===== config.mk =====
export PLATFORM = sky130hd
export DESIGN_NAME = cube_layer_shifter
export DESIGN_NICKNAME = d
export VERILOG_FILES = /design/src/rtl/cube_pkg.sv /design/src/rtl/cube_tick_gen.sv /design/src/rtl/cube_layer_shifter.sv
export SDC_FILE = /design/constraint.sdc
export NUM_CORES = 1
export LEC_CHECK = 0
export BUFFER_PORTS_ARGS = -buffer_cell sky130_fd_sc_hd__buf_2
export CAP_MARGIN = 15
export CORE_AREA = 2 2 100 102
export DETAILED_ROUTE_END_ITERATION = 12
export DIE_AREA = 0 0 102 104
export PLACE_DENSITY = 0.83
export SYNTH_ARGS = -nofsm -noshare
export SYNTH_HDL_FRONTEND = slang
export SYNTH_SLANG_ARGS = --single-unit

===== constraint.sdc =====
create_clock -name CLOCK_50 -period 1.75 [get_ports CLOCK_50]
set_input_delay 0.0875 -clock CLOCK_50 [delete_from_list [all_inputs] [get_ports CLOCK_50]]
set_output_delay 0.0875 -clock CLOCK_50 [all_outputs]
set_load 0.005 [all_outputs]

===== src/rtl/cube_pkg.sv =====
// Shared types and defaults for the LED-cube layer shifter.
// The onehot helper covers cubes of up to MAX_LAYERS layers.
package cube_pkg;

   localparam int DEF_DATA_W  = 64;
   localparam int DEF_LAYERS  = 8;
   localparam int DEF_CLK_DIV = 4;
   localparam int MAX_LAYERS  = 32;

   typedef enum logic [1:0] {
      ST_IDLE  = 2'd0,
      ST_SHIFT = 2'd1,
      ST_BLANK = 2'd2,
      ST_LATCH = 2'd3
   } state_t;

   // Out-of-range indices give an all-zero drive so no layer is lit.
   function automatic logic [MAX_LAYERS-1:0] onehot(input int unsigned idx,
                                                    input int unsigned n);
      logic [MAX_LAYERS-1:0] v;
      v = '0;
      if (idx < n) begin
         v = {{(MAX_LAYERS-1){1'b0}}, 1'b1} << idx;
      end
      return v;
   endfunction

endpackage


===== src/rtl/cube_tick_gen.sv =====
// Half-period phase counter for the shift clock: down-counts CLK_DIV cycles
// and flags the last cycle of each half-period; reloaded when a layer is accepted.
module cube_tick_gen #(
   parameter int CLK_DIV = 4
) (
   input  logic clk,
   input  logic rst_n,
   input  logic i_clear,
   input  logic i_enable,
   output logic o_tick
);

   localparam int CW = (CLK_DIV > 1) ? $clog2(CLK_DIV) : 1;
   localparam logic [CW-1:0] LOAD = CW'(CLK_DIV - 1);

   logic [CW-1:0] r_cnt;

   always_ff @(posedge clk or negedge rst_n) begin
      if (!rst_n) begin
         r_cnt <= LOAD;
      end else if (i_clear) begin
         r_cnt <= LOAD;
      end else if (i_enable) begin
         if (r_cnt == '0) begin
            r_cnt <= LOAD;
         end else begin
            r_cnt <= r_cnt - CW'(1);
         end
      end
   end

   assign o_tick = i_enable && (r_cnt == '0);

endmodule


===== src/rtl/cube_layer_shifter.sv =====
// Serialises one cube layer into the column shift registers, latches it and
// switches the layer drive. Define CUBE_SHIFT_BLANK_EN to blank the columns
// and layers between shifting and latching (anti-ghosting).
//
//   state    | meaning
//   ---------+-----------------------------------------------------------
//   ST_IDLE  | ready for a layer; previous layer stays lit
//   ST_SHIFT | clocking DATA_W bits out MSB-first, 2*CLK_DIV cycles/bit
//   ST_BLANK | columns off, layers off for CLK_DIV cycles (blank build)
//   ST_LATCH | storage-register latch high for CLK_DIV cycles
module cube_layer_shifter
   import cube_pkg::*;
#(
   parameter int DATA_W  = DEF_DATA_W,
   parameter int LAYERS  = DEF_LAYERS,
   parameter int CLK_DIV = DEF_CLK_DIV
) (
   input  logic                       CLOCK_50,
   input  logic                       rst_n,
   input  logic                       in_valid,
   output logic                       in_ready,
   input  logic [DATA_W-1:0]          in_data,
   input  logic [$clog2(LAYERS)-1:0]  in_layer,
   output logic                       sr_data,
   output logic                       sr_clk,
   output logic                       sr_latch,
   output logic                       sr_oe_n,
   output logic [LAYERS-1:0]          layer_en,
   output logic                       busy
);

   localparam int LW = $clog2(LAYERS);
   localparam int BW = $clog2(DATA_W);

   state_t             r_state;
   logic [DATA_W-1:0]  r_shreg;
   logic [LW-1:0]      r_layer;
   logic [BW-1:0]      r_bit_cnt;
   logic               r_in_ready;
   logic               r_sr_data;
   logic               r_sr_clk;
   logic               r_sr_latch;
   logic               r_sr_oe_n;
   logic [LAYERS-1:0]  r_layer_en;
   logic               r_busy;

   logic               w_accept;
   logic               w_tick;

   assign w_accept = in_valid && r_in_ready;

   cube_tick_gen #(
      .CLK_DIV (CLK_DIV)
   ) u_tick_gen (
      .clk      (CLOCK_50),
      .rst_n    (rst_n),
      .i_clear  (w_accept),
      .i_enable (r_busy),
      .o_tick   (w_tick)
   );

   always_ff @(posedge CLOCK_50 or negedge rst_n) begin
      if (!rst_n) begin
         r_state    <= ST_IDLE;
         r_shreg    <= '0;
         r_layer    <= '0;
         r_bit_cnt  <= '0;
         r_in_ready <= 1'b0;
         r_sr_data  <= 1'b0;
         r_sr_clk   <= 1'b0;
         r_sr_latch <= 1'b0;
         r_sr_oe_n  <= 1'b1;
         r_layer_en <= '0;
         r_busy     <= 1'b0;
      end else begin
         case (r_state)
            ST_IDLE: begin
               r_in_ready <= 1'b1;
               if (w_accept) begin
                  r_state    <= ST_SHIFT;
                  r_shreg    <= in_data;
                  r_layer    <= in_layer;
                  r_bit_cnt  <= BW'(DATA_W - 1);
                  r_sr_data  <= in_data[DATA_W-1];
                  r_sr_clk   <= 1'b0;
                  r_in_ready <= 1'b0;
                  r_busy     <= 1'b1;
               end
            end

            ST_SHIFT: begin
               if (w_tick) begin
                  if (!r_sr_clk) begin
                     r_sr_clk <= 1'b1;
                  end else begin
                     r_sr_clk <= 1'b0;
                     if (r_bit_cnt == '0) begin
                        r_sr_data <= 1'b0;
`ifdef CUBE_SHIFT_BLANK_EN
                        r_state    <= ST_BLANK;
                        r_layer_en <= '0;
                        r_sr_oe_n  <= 1'b1;
`else
                        r_state    <= ST_LATCH;
                        r_sr_latch <= 1'b1;
`endif
                     end else begin
                        // r_shreg still holds the current bit at its MSB
                        r_bit_cnt <= r_bit_cnt - BW'(1);
                        r_sr_data <= r_shreg[DATA_W-2];
                        r_shreg   <= r_shreg << 1;
                     end
                  end
               end
            end

`ifdef CUBE_SHIFT_BLANK_EN
            ST_BLANK: begin
               if (w_tick) begin
                  r_state    <= ST_LATCH;
                  r_sr_latch <= 1'b1;
               end
            end
`endif

            ST_LATCH: begin
               if (w_tick) begin
                  r_state    <= ST_IDLE;
                  r_sr_latch <= 1'b0;
                  r_layer_en <= LAYERS'(onehot(32'(r_layer), 32'(LAYERS)));
                  r_sr_oe_n  <= 1'b0;
                  r_in_ready <= 1'b1;
                  r_busy     <= 1'b0;
               end
            end

            default: begin
               r_state    <= ST_IDLE;
               r_sr_clk   <= 1'b0;
               r_sr_latch <= 1'b0;
               r_in_ready <= 1'b0;
               r_busy     <= 1'b0;
            end
         endcase
      end
   end

   assign in_ready = r_in_ready;
   assign sr_data  = r_sr_data;
   assign sr_clk   = r_sr_clk;
   assign sr_latch = r_sr_latch;
   assign sr_oe_n  = r_sr_oe_n;
   assign layer_en = r_layer_en;
   assign busy     = r_busy;

endmodule

==> impl_metrics.csv <==
group,metric,value,unit
die,io_pins,84,
grt,grt_pass1_wl,16.9,mm
synthesis,synth_cell_type_count,44,
route,finalWirelength,10.2,mm
synthesis,syn_area_per_cell,11.0,sq um
grt,overflow,0,
cts,clock_sinks,90,
placed_design,pre_cts_ws,-0.173,ns
timing,relSlewSlack,74.0,%
synthesis,syn-num-nets,497,
cts,htreeDepth,3,
cts,clock_latency,0.36,ns
finish,multiInputGateArea,2260,sq um
setup_path,crit_arrival,2.03,ns
pwr,peakVddDrop,1.07,mV
synthesis,synth_fa_ha_area_share,1.62,%
timing,rsz0062_at_grt,"yes",
finish,diodes,0,
grt,grt_max_degree,55,
synthesis,synth_edf_count,0,
placed_design,dp_hpwl,6.87,mm
setup_path,crit_fanout,25,
synthesis,syn-instance-count,421,
setup_path,crit_path_end_kind,"flop",
outcome,outcome,"finished, violations left",
route,via_per_inst,5.38,
synthesis,synth_largest_area_cell,"dfrtp_1",
route,drc,0,
timing,whs,0.0121,ns
cts,root_buffer,"clkbuf_8",
route,dr_total_vias,3579,
timing,skew,0.0129,ns
timing,period_share,102,%
hold_path,hp-class,"input port to flop",
setup_path,critPathRequiredTime,2.00,ns
synthesis,synth_area,4640,sq um
die,dieArea,10600,sq um
timing,setup_ws,-0.0285,ns
timing,finalMaxSlewViolations,0,
finish,final_cell_mix,"dfrtp_1, buf_2, mux2i_1",
pwr,switchingPower,3910,uW
route,ant_nets,0,
setup_path,cp-start-kind,"flop",
synthesis,synthMuxAreaShare,14.1,%
finish,regArea,2260,sq um
timing,min_period,1.78,ns
finish,nFillCells,795,
finish,mostFrequentLayoutCell,"dfrtp_1",
finish,post_route_cells_drive_above_1_share,44.2,%
setup_path,crit_chain,"inv_2 > ha_2 > a21boi_4 > a211oi_4 > or2_4 > buf_12 > a21oi_2",
setup_path,slowest_stage,"dfrtp_1",
synthesis,synth-xor-area-share,0,%
pwr,p_int,5910,uW
die,core_area,9550,sq um
pwr,total_leakage_power,0.00249,uW
cts,ctsLongestPathBuffers,2,
die,num_rows,36,
synthesis,seq_area_frac_synth,48.6,%
synthesis,ys.flop_type,"dfrtp_1",
synthesis,synthSimpleGateAreaFrac,12.7,%
placed_design,place_congestion,0.818,
pwr,p_seq_share,36.7,%
placed_design,port_buffers,83,
pwr,power_frac_clock,15.4,%
route,post_drt_wl_per_cell,15.4,um
grt,grt_pass1_vias,3578,
outcome,failed_checks,"setup timing",
die,dieHeight,104,um
run,timing.max_cap.violations,0,
pwr,p_per_area,1700,nW/um^2
finish,fin_cells,665,
timing,hold_violations,0,
synthesis,synth.area.top_cells,"dfrtp_1, mux2i_1, a21oi_2, nor3_1, buf_8",
synthesis,async_flop_share,100,%
finish,nets,603,
route,first_iter_violations,167,
cts,cts_tree,"yes",
timing,setup_violations,26,
cts,cts.clk_slew.worst_paths,0.10,ns
setup_path,critical-path-max-stage-delay,0.37,ns
cts,cts_buffers,9,
pwr,power_frac_comb,47.8,%
synthesis,synth_top_family_by_area,"compound AO/OA/AOI/OAI gates",
placed_design,dp.cells,638,
grt,antenna_found_initial,0,
synthesis,synth_compound_area_share,17.5,%
timing,fmax,562,MHz
timing,worstMarginPinSlew,0.390,ns
die,start_util,48.6,%
synthesis,yosysWarnings,0,
setup_path,worst-setup-path-type,"flop to flop",
grt,grt.total_usage,19.6,%
pwr,total_power,9820,uW
route,first_pass_iters,4,
pwr,switching_share,39.8,%
setup_path,ff2ff_setup_slack,-0.03,ns
synthesis,yosysTopAreaCellShare,46.9,%
finish,areaGrowthSynthToFinish,24.7,%
die,die_w,102,um
synthesis,ys_seq_elements,90,
final timing paths:
path | to | depth (start not counted) | startpoint
setup / recovery | r_shreg[21]$_DFFE_PN0P_ | 7 | r_state[1]$_DFFE_PN0P_
hold / removal | r_shreg[0]$_DFFE_PN0P_ | 2 | in_data[0]
setup reg to reg | r_shreg[21]$_DFFE_PN0P_ | 7 | r_state[1]$_DFFE_PN0P_
hold reg to reg | layer_en[3]$_DFFE_PN0P_ | 2 | layer_en[3]$_DFFE_PN0P_
max in group asynchronous | r_shreg[33]$_DFFE_PN0P_ | 3 | rst_n
min in group asynchronous | layer_en[6]$_DFFE_PN0P_ | 2 | rst_n
layer usage:
metal / part of all wire, % / track usage, % / routed length [um] / up-vias
met2: 50 / 31.9 / 5070 / 86
met5: 0 / 0 / 0 / -
met4: 0.94 / 5.43 / 96 / 0
li1: - / - / - / 1725
met1: 44 / 26.0 / 4500 / 1758
met3: 5.6 / 4.91 / 573 / 10
cell usage after synthesis, types with 2 or more instances:
master	count
mux2i_1	62
nor3_1	66
nor4_1	2
or3_1	2
nand3_1	2
buf_6	2
o311a_1	2
buf_2	9
buf_4	2
a22oi_1	2
inv_1	8
nor2_1	10
o21ai_0	9
mux2_2	3
dfstp_2	3
nand2_1	23
ha_1	6
o21ai_1	5
nand2b_1	2
dfrtp_1	87
clkbuf_1	14
nand4_1	2
a21oi_1	8
a21oi_2	60
buf_8	6
o31ai_1	5
o41ai_1	2
stage by stage:
stage	setup TNS, ns	utilization (%)	instance area [sq um]
CTS	-0.0259	59.3	5660
floorplan	-0.531	-	4650
global placement	-2.78	55.9	5340
detailed placement	-9.01	55.9	5340
global route	-5.00	60.6	5790
finish	-0.448	60.6	5790
kinds of logic (layout without fill, tap and decap cells):
group	count (synthesis)	count (layout)
buffers and inverters	41	152
muxes	65	65
and+or+nand+nor	117	117
DFF	90	90
adders and majority gates	6	6
AOI/OAI and AO/OA	102	102
critical path, delay by kind of cell (launching register included):
kind	cells	cell delay [ns]
buffers and inverters	2	0.28
AND/OR/NAND/NOR	1	0.26
flip-flops	1	0.37
adder cells (fa/ha/maj)	1	0.17
AO/OA/AOI/OAI	3	0.58
sequential cells by signal (all words and copies together) (netlist names):
signal	flops
r_bit_cnt	6
layer_en	8
sr_data	1
r_shreg	63
u_tick_gen.r_cnt	2
sr_oe_n	1
r_state	2
in_ready	1
sr_latch	1
r_layer	3
sr_clk	1
busy	1
power groups by stage:
stage / clock network, uW / logic (uW) / registers (uW)
detailed placement: 0 / 4460 / 3600
finish: 1520 / 4700 / 3610
floorplan: 0 / 3580 / 3420
CTS: 1530 / 4530 / 3570
global route: 1640 / 5150 / 3720
global placement: 0 / 4290 / 3540
area by class of cell:
class,instances,share of cell area [%]
flip-flops and latches,90,39.0
well taps,133,2.87
inverters,8,0.519
clock buffers,10,2.38
multi-input cells,290,39.0
repair buffers,128,14.9
clock inverters,6,1.28
timing repair:
action | CTS | global route
cloned | 0 | 1
hold buffers | 4 | 0
setup buffers | 4 | 2
setup endpoints to repair | 64 | 68
endpoints found under the hold margin | 93 | 0
gates resized for setup | 10 | 22
pin swaps | 1 | 3
(Power assumes the default switching activity.)
